**src/rtl/fetch_issue_unit.sv**
```systemverilog
// rtl/fetch_issue_unit.sv - instruction fetch and issue stage with boot vector, immediate assembly and redirect
module fetch_issue_unit #(
  parameter int unsigned ADDR_W    = 16,
  parameter int unsigned BOOT_ADDR = 0
) (
  input  logic              clk,
  input  logic              rst,
  output logic [ADDR_W-1:0] imem_addr,
  input  logic [15:0]       imem_rdata,
  input  logic              stall,
  input  logic              branch_taken,
  input  logic [ADDR_W-1:0] branch_target,
  output logic              if_valid,
  output logic [4:0]        if_opcode,
  output logic [2:0]        if_rdst,
  output logic [2:0]        if_rsrc1,
  output logic [2:0]        if_rsrc2,
  output logic              if_has_imm,
  output logic [15:0]       if_imm,
  output logic [ADDR_W-1:0] if_pc
);

  typedef enum logic [1:0] {BOOT, FETCH, FETCH_IMM} state_t;

  localparam logic [ADDR_W-1:0] BOOT_A = ADDR_W'(BOOT_ADDR);

  state_t            state_q, state_d;
  logic [ADDR_W-1:0] pc_q, pc_d;
  logic [ADDR_W-1:0] boot_pc;

  // First word of a two-word instruction waits here for its immediate
  logic [4:0]        hold_opcode_q, hold_opcode_d;
  logic [2:0]        hold_rdst_q, hold_rdst_d;
  logic [2:0]        hold_rsrc1_q, hold_rsrc1_d;
  logic [2:0]        hold_rsrc2_q, hold_rsrc2_d;
  logic [ADDR_W-1:0] hold_pc_q, hold_pc_d;

  logic              valid_q, valid_d;
  logic [4:0]        opcode_q, opcode_d;
  logic [2:0]        rdst_q, rdst_d;
  logic [2:0]        rsrc1_q, rsrc1_d;
  logic [2:0]        rsrc2_q, rsrc2_d;
  logic              has_imm_q, has_imm_d;
  logic [15:0]       imm_q, imm_d;
  logic [ADDR_W-1:0] if_pc_q, if_pc_d;

  generate
    if (ADDR_W > 16) begin : g_boot_wide
      assign boot_pc = {{(ADDR_W-16){1'b0}}, imem_rdata};
    end else begin : g_boot_narrow
      assign boot_pc = imem_rdata[ADDR_W-1:0];
    end
  endgenerate

  assign imem_addr = (state_q == BOOT) ? BOOT_A : pc_q;

  always_comb begin
    state_d       = state_q;
    pc_d          = pc_q;
    hold_opcode_d = hold_opcode_q;
    hold_rdst_d   = hold_rdst_q;
    hold_rsrc1_d  = hold_rsrc1_q;
    hold_rsrc2_d  = hold_rsrc2_q;
    hold_pc_d     = hold_pc_q;
    valid_d       = valid_q;
    opcode_d      = opcode_q;
    rdst_d        = rdst_q;
    rsrc1_d       = rsrc1_q;
    rsrc2_d       = rsrc2_q;
    has_imm_d     = has_imm_q;
    imm_d         = imm_q;
    if_pc_d       = if_pc_q;

    case (state_q)
      BOOT: begin
        pc_d    = boot_pc;
        state_d = FETCH;
      end
      FETCH, FETCH_IMM: begin
        if (branch_taken) begin
          pc_d    = branch_target;
          state_d = FETCH;
          valid_d = 1'b0;
        end else if (!stall) begin
          pc_d = pc_q + 1'b1;
          if (state_q == FETCH_IMM) begin
            opcode_d  = hold_opcode_q;
            rdst_d    = hold_rdst_q;
            rsrc1_d   = hold_rsrc1_q;
            rsrc2_d   = hold_rsrc2_q;
            has_imm_d = 1'b1;
            imm_d     = imem_rdata;
            if_pc_d   = hold_pc_q;
            valid_d   = 1'b1;
            state_d   = FETCH;
          end else if (imem_rdata[0]) begin
            hold_opcode_d = imem_rdata[15:11];
            hold_rdst_d   = imem_rdata[10:8];
            hold_rsrc1_d  = imem_rdata[7:5];
            hold_rsrc2_d  = imem_rdata[4:2];
            hold_pc_d     = pc_q;
            valid_d       = 1'b0;
            state_d       = FETCH_IMM;
          end else begin
            opcode_d  = imem_rdata[15:11];
            rdst_d    = imem_rdata[10:8];
            rsrc1_d   = imem_rdata[7:5];
            rsrc2_d   = imem_rdata[4:2];
            has_imm_d = 1'b0;
            imm_d     = 16'h0000;
            if_pc_d   = pc_q;
            valid_d   = 1'b1;
          end
        end
      end
      default: state_d = BOOT;
    endcase
  end

  always_ff @(posedge clk or posedge rst) begin
    if (rst) begin
      state_q       <= BOOT;
      pc_q          <= '0;
      hold_opcode_q <= '0;
      hold_rdst_q   <= '0;
      hold_rsrc1_q  <= '0;
      hold_rsrc2_q  <= '0;
      hold_pc_q     <= '0;
      valid_q       <= 1'b0;
      opcode_q      <= '0;
      rdst_q        <= '0;
      rsrc1_q       <= '0;
      rsrc2_q       <= '0;
      has_imm_q     <= 1'b0;
      imm_q         <= '0;
      if_pc_q       <= '0;
    end else begin
      state_q       <= state_d;
      pc_q          <= pc_d;
      hold_opcode_q <= hold_opcode_d;
      hold_rdst_q   <= hold_rdst_d;
      hold_rsrc1_q  <= hold_rsrc1_d;
      hold_rsrc2_q  <= hold_rsrc2_d;
      hold_pc_q     <= hold_pc_d;
      valid_q       <= valid_d;
      opcode_q      <= opcode_d;
      rdst_q        <= rdst_d;
      rsrc1_q       <= rsrc1_d;
      rsrc2_q       <= rsrc2_d;
      has_imm_q     <= has_imm_d;
      imm_q         <= imm_d;
      if_pc_q       <= if_pc_d;
    end
  end

  assign if_valid   = valid_q;
  assign if_opcode  = opcode_q;
  assign if_rdst    = rdst_q;
  assign if_rsrc1   = rsrc1_q;
  assign if_rsrc2   = rsrc2_q;
  assign if_has_imm = has_imm_q;
  assign if_imm     = imm_q;
  assign if_pc      = if_pc_q;

endmodule

```
**config.mk**
```make
export PLATFORM = sky130hd
export DESIGN_NAME = fetch_issue_unit
export DESIGN_NICKNAME = d
export VERILOG_FILES = /design/src/rtl/fetch_issue_unit.sv
export SDC_FILE = /design/constraint.sdc
export NUM_CORES = 1
export LEC_CHECK = 0
export BUFFER_PORTS_ARGS = -buffer_cell sky130_fd_sc_hd__buf_2
export CAP_MARGIN = 20
export CORE_AREA = 4 4 104 106
export CTS_CLUSTER_SIZE = 24
export DETAILED_ROUTE_END_ITERATION = 6
export DIE_AREA = 0 0 108 110
export PLACE_DENSITY = 0.74
export SYNTH_ARGS = -nofsm -noshare
export SYNTH_HDL_FRONTEND = slang
export SYNTH_SLANG_ARGS = --single-unit
```
**constraint.sdc**
```tcl
create_clock -name clk -period 2.93 [get_ports clk]
set_input_delay 0.293 -clock clk [delete_from_list [all_inputs] [get_ports clk]]
set_output_delay 0.293 -clock clk [all_outputs]
set_load 0.01 [all_outputs]
```
==> flow_summary.toml <==
[synthesis]
synth_edf_count = 0
synthMuxAreaShare_pct = 15.6
synth_seq_cells = 96
ys_warn_count = 0
synth_nets = 476
synth.avg_cell_area_um2 = 10.9
synth-simple-area-share_pct = 12.6
synth_xor_area_share_pct = 0.924
ys.flop_type = "dfrtp_1"
yosysTopAreaCell = "dfrtp_1"
synthArstFlopShare_pct = 100
ys_seq_area_share_pct = 50.7
syn-instance-count = 435
synth_top_area_share_pct = 50.7
synth_compound_area_share_pct = 14.1
synthAdderAreaFrac_pct = 1.32
yosys-top-cells-area = "dfrtp_1, mux2_4, mux2i_1"
syn_area_mm2 = 0.00474
synth_top_family_by_area = "multiplexers"
ys_types = 50

[floorplan]
start_util_pct = 48.5
die-area_mm2 = 0.0119
row_count = 36
die_y_um = 110
ios = 100
core-area_mm2 = 0.00977
fp.dieW_um = 108

[status]
violations = "negative hold slack"
status = "complete, but fails checks"

[route]
drt_iter0_markers = 203
num_vias = 3662
drt-vias-per-instance = 5.57
detail_route.wl_per_cell_um = 18.1
drt_pass1_iterations = 4
antenna_left = 0
drc = 0
wl_mm = 11.9

[cells_and_area]
stdcell_count = 658
num-fill-cells = 879
area_growth_syn_to_layout_pct = 16.7
finish.utilization_pct = 56.6
multiInputGateArea_mm2 = 0.00213
diodes = 0
drive_gt1_share_pct = 30.7
stdcell_area_mm2 = 0.00553
nNetsFinal = 562
seqCellArea_mm2 = 0.00240

[placement]
pre_cts_ws_ns = 0.512
portBuffers = 99
place_congestion = 0.928
post-dp-hpwl_mm = 8.66
dp.cells = 643
placed_area_mm2 = 0.00534

[critical_path]
reg2reg_from = "state_q[0]"
cpLargestDelayFamily = "compound AO/OA/AOI/OAI gates"
cpPeakStageDelay_ns = 0.58
setup.worst_path.start_class = "flip-flop"
worstSetupPathType = "flip-flop to flip-flop"
worstPathCellList = "inv_1, ha_1, buf_4, nand2b_1, o21ai_0, a41oi_1, o21a_1"
cp.required_ns = 3.24
timing.rr.end = "pc_q[12]"
crit_slowest_cell = "ha_1"
cp-end-kind = "flip-flop"
reg2regPathDepth = 7
cp_max_fo = 15
worst-r2r-setup-slack_ns = 0.43
cp-startpoint = "state_q[0]"
cp.arrival_ns = 2.80
cp_num_cells = 7
path_buf_inv = 2

[cts]
clk_latency_ns = 0.37
hold_buffers = 0
cts-root-buf = "clkbuf_8"
cts_sinks = 96
cts_tree = "done"
cts_max_level = 3
cts_buffers = 9
clk_pin_slew_worst_paths_ns = 0.10
cts_resized = 0
cts_setup_buffers = 0
cts.path.max_buffers = 2

[global_route]
grtUsageTotal_pct = 21.3
grt_pass1_wl_mm = 19.7
antenna_found_initial = 0
grt.overflow.total = 0
grt_max_degree = 60
grt_pass1_vias = 3813

[timing]
drv_slew = 0
min_period_ns = 2.50
layout_setup_ws_ns = 0.432
hold_violations = 12
worst_pin_slew_ns = 0.775
maxSlewHeadroom_pct = 47.8
holdWs_ns = -0.0192
period_share_pct = 85.3
setup_tns_ns = 0
rsz0062_at_grt = "false"
fmax_mhz = 400
setup_violations = 0
skew_ns = 0.0127

[job]
drv_cap = 0

[power]
p_leak_uw = 0.00267
power_per_cell_area_mw_per_mm2 = 1120
ir_drop_v = 0.000417

[min_path]
hp-class = "input pin to async pin"
[worst max path at each step]
stage / endpoint / slack (ns)
after floorplan: hold_opcode_q[0] / 0.13
after global placement: hold_pc_q[13] / 0.61
after detailed placement: hold_rdst_q[2] / 0.51
after CTS: hold_rsrc1_q[2] / 0.50
after global routing: if_imm[0] / 0.29
final: pc_q[12] / 0.43
[layout by cell type, fill, tap and decap left out, types with 10 or more instances in the layout]
master	netlist	layout
clkbuf_8	0	10
mux2i_1	33	33
dfrtp_1	96	96
a22o_1	16	16
o21ai_0	44	44
a21oi_1	10	10
nor2_1	10	10
nor2b_1	15	15
nand2_1	50	50
inv_1	13	12
mux2_4	22	22
buf_2	13	99
[registers in the layout, indices dropped and copies added, names as in the netlist]
name,flops
hold_rsrc2_q,3
if_opcode,5
if_imm,16
hold_opcode_q,5
if_rdst,3
if_pc,16
hold_rsrc1_q,3
if_has_imm,1
if_valid,1
pc_q,16
if_rsrc1,3
hold_rdst_q,3
hold_pc_q,16
state_q,2
if_rsrc2,3
[cells in the mapped netlist, drive strengths merged (5+ instances only)]
| cell | count |
|---|---|
| mux2 | 29 |
| nand3 | 8 |
| inv | 13 |
| o21ai | 45 |
| clkbuf | 14 |
| dfrtp | 96 |
| xnor2 | 5 |
| nand4 | 6 |
| mux2i | 33 |
| buf | 19 |
| nand2 | 50 |
| nor2b | 15 |
| a21oi | 11 |
| o22ai | 8 |
| nor2 | 10 |
| a22o | 16 |
| a31oi | 6 |
| ha | 5 |
[kinds of logic after synthesis]
kind of cell	after synthesis
AOI/OAI and AO/OA	105
DFF	96
and+or+nand+nor	116
muxes	62
xor gates and xnor gates	5
adders and majority gates	5
buffers and inverters	46
[per-stage QoR]
step / power, uW / hold slack, ns
global placement: 5220 / 0.411
detailed placement: 5330 / 0.410
CTS: 6220 / 0.00638
floorplan: 4370 / 0.426
global route: 6670 / 0.0256
finish: 6190 / -0.0192
[area by class of cell]
cell class / count / share of cell area, %
Sequential cell: 96 / 43.4
Multi-Input combinational cell: 293 / 38.5
Timing Repair Buffer: 108 / 10.6
Clock buffer: 11 / 2.56
Tap cell: 133 / 3.01
Clock inverter: 4 / 0.973
Inverter: 13 / 0.928
[routing by layer]
metal  track usage (%)  part of all wire [%]
met3              4.02                   6.3
met1              29.5                    44
met4              8.30                   2.1
met2              33.5                    47
met5                 0                     0
[power breakdown]
group	internal [uW]	switching, uW	leakage, uW
combinational	1350	1470	0.00138
sequential	1960	529	0.00120
clock	417	463	0.0000920
total	3720	2460	0.00267
Note: power is estimated with default switching activity, not from simulation.
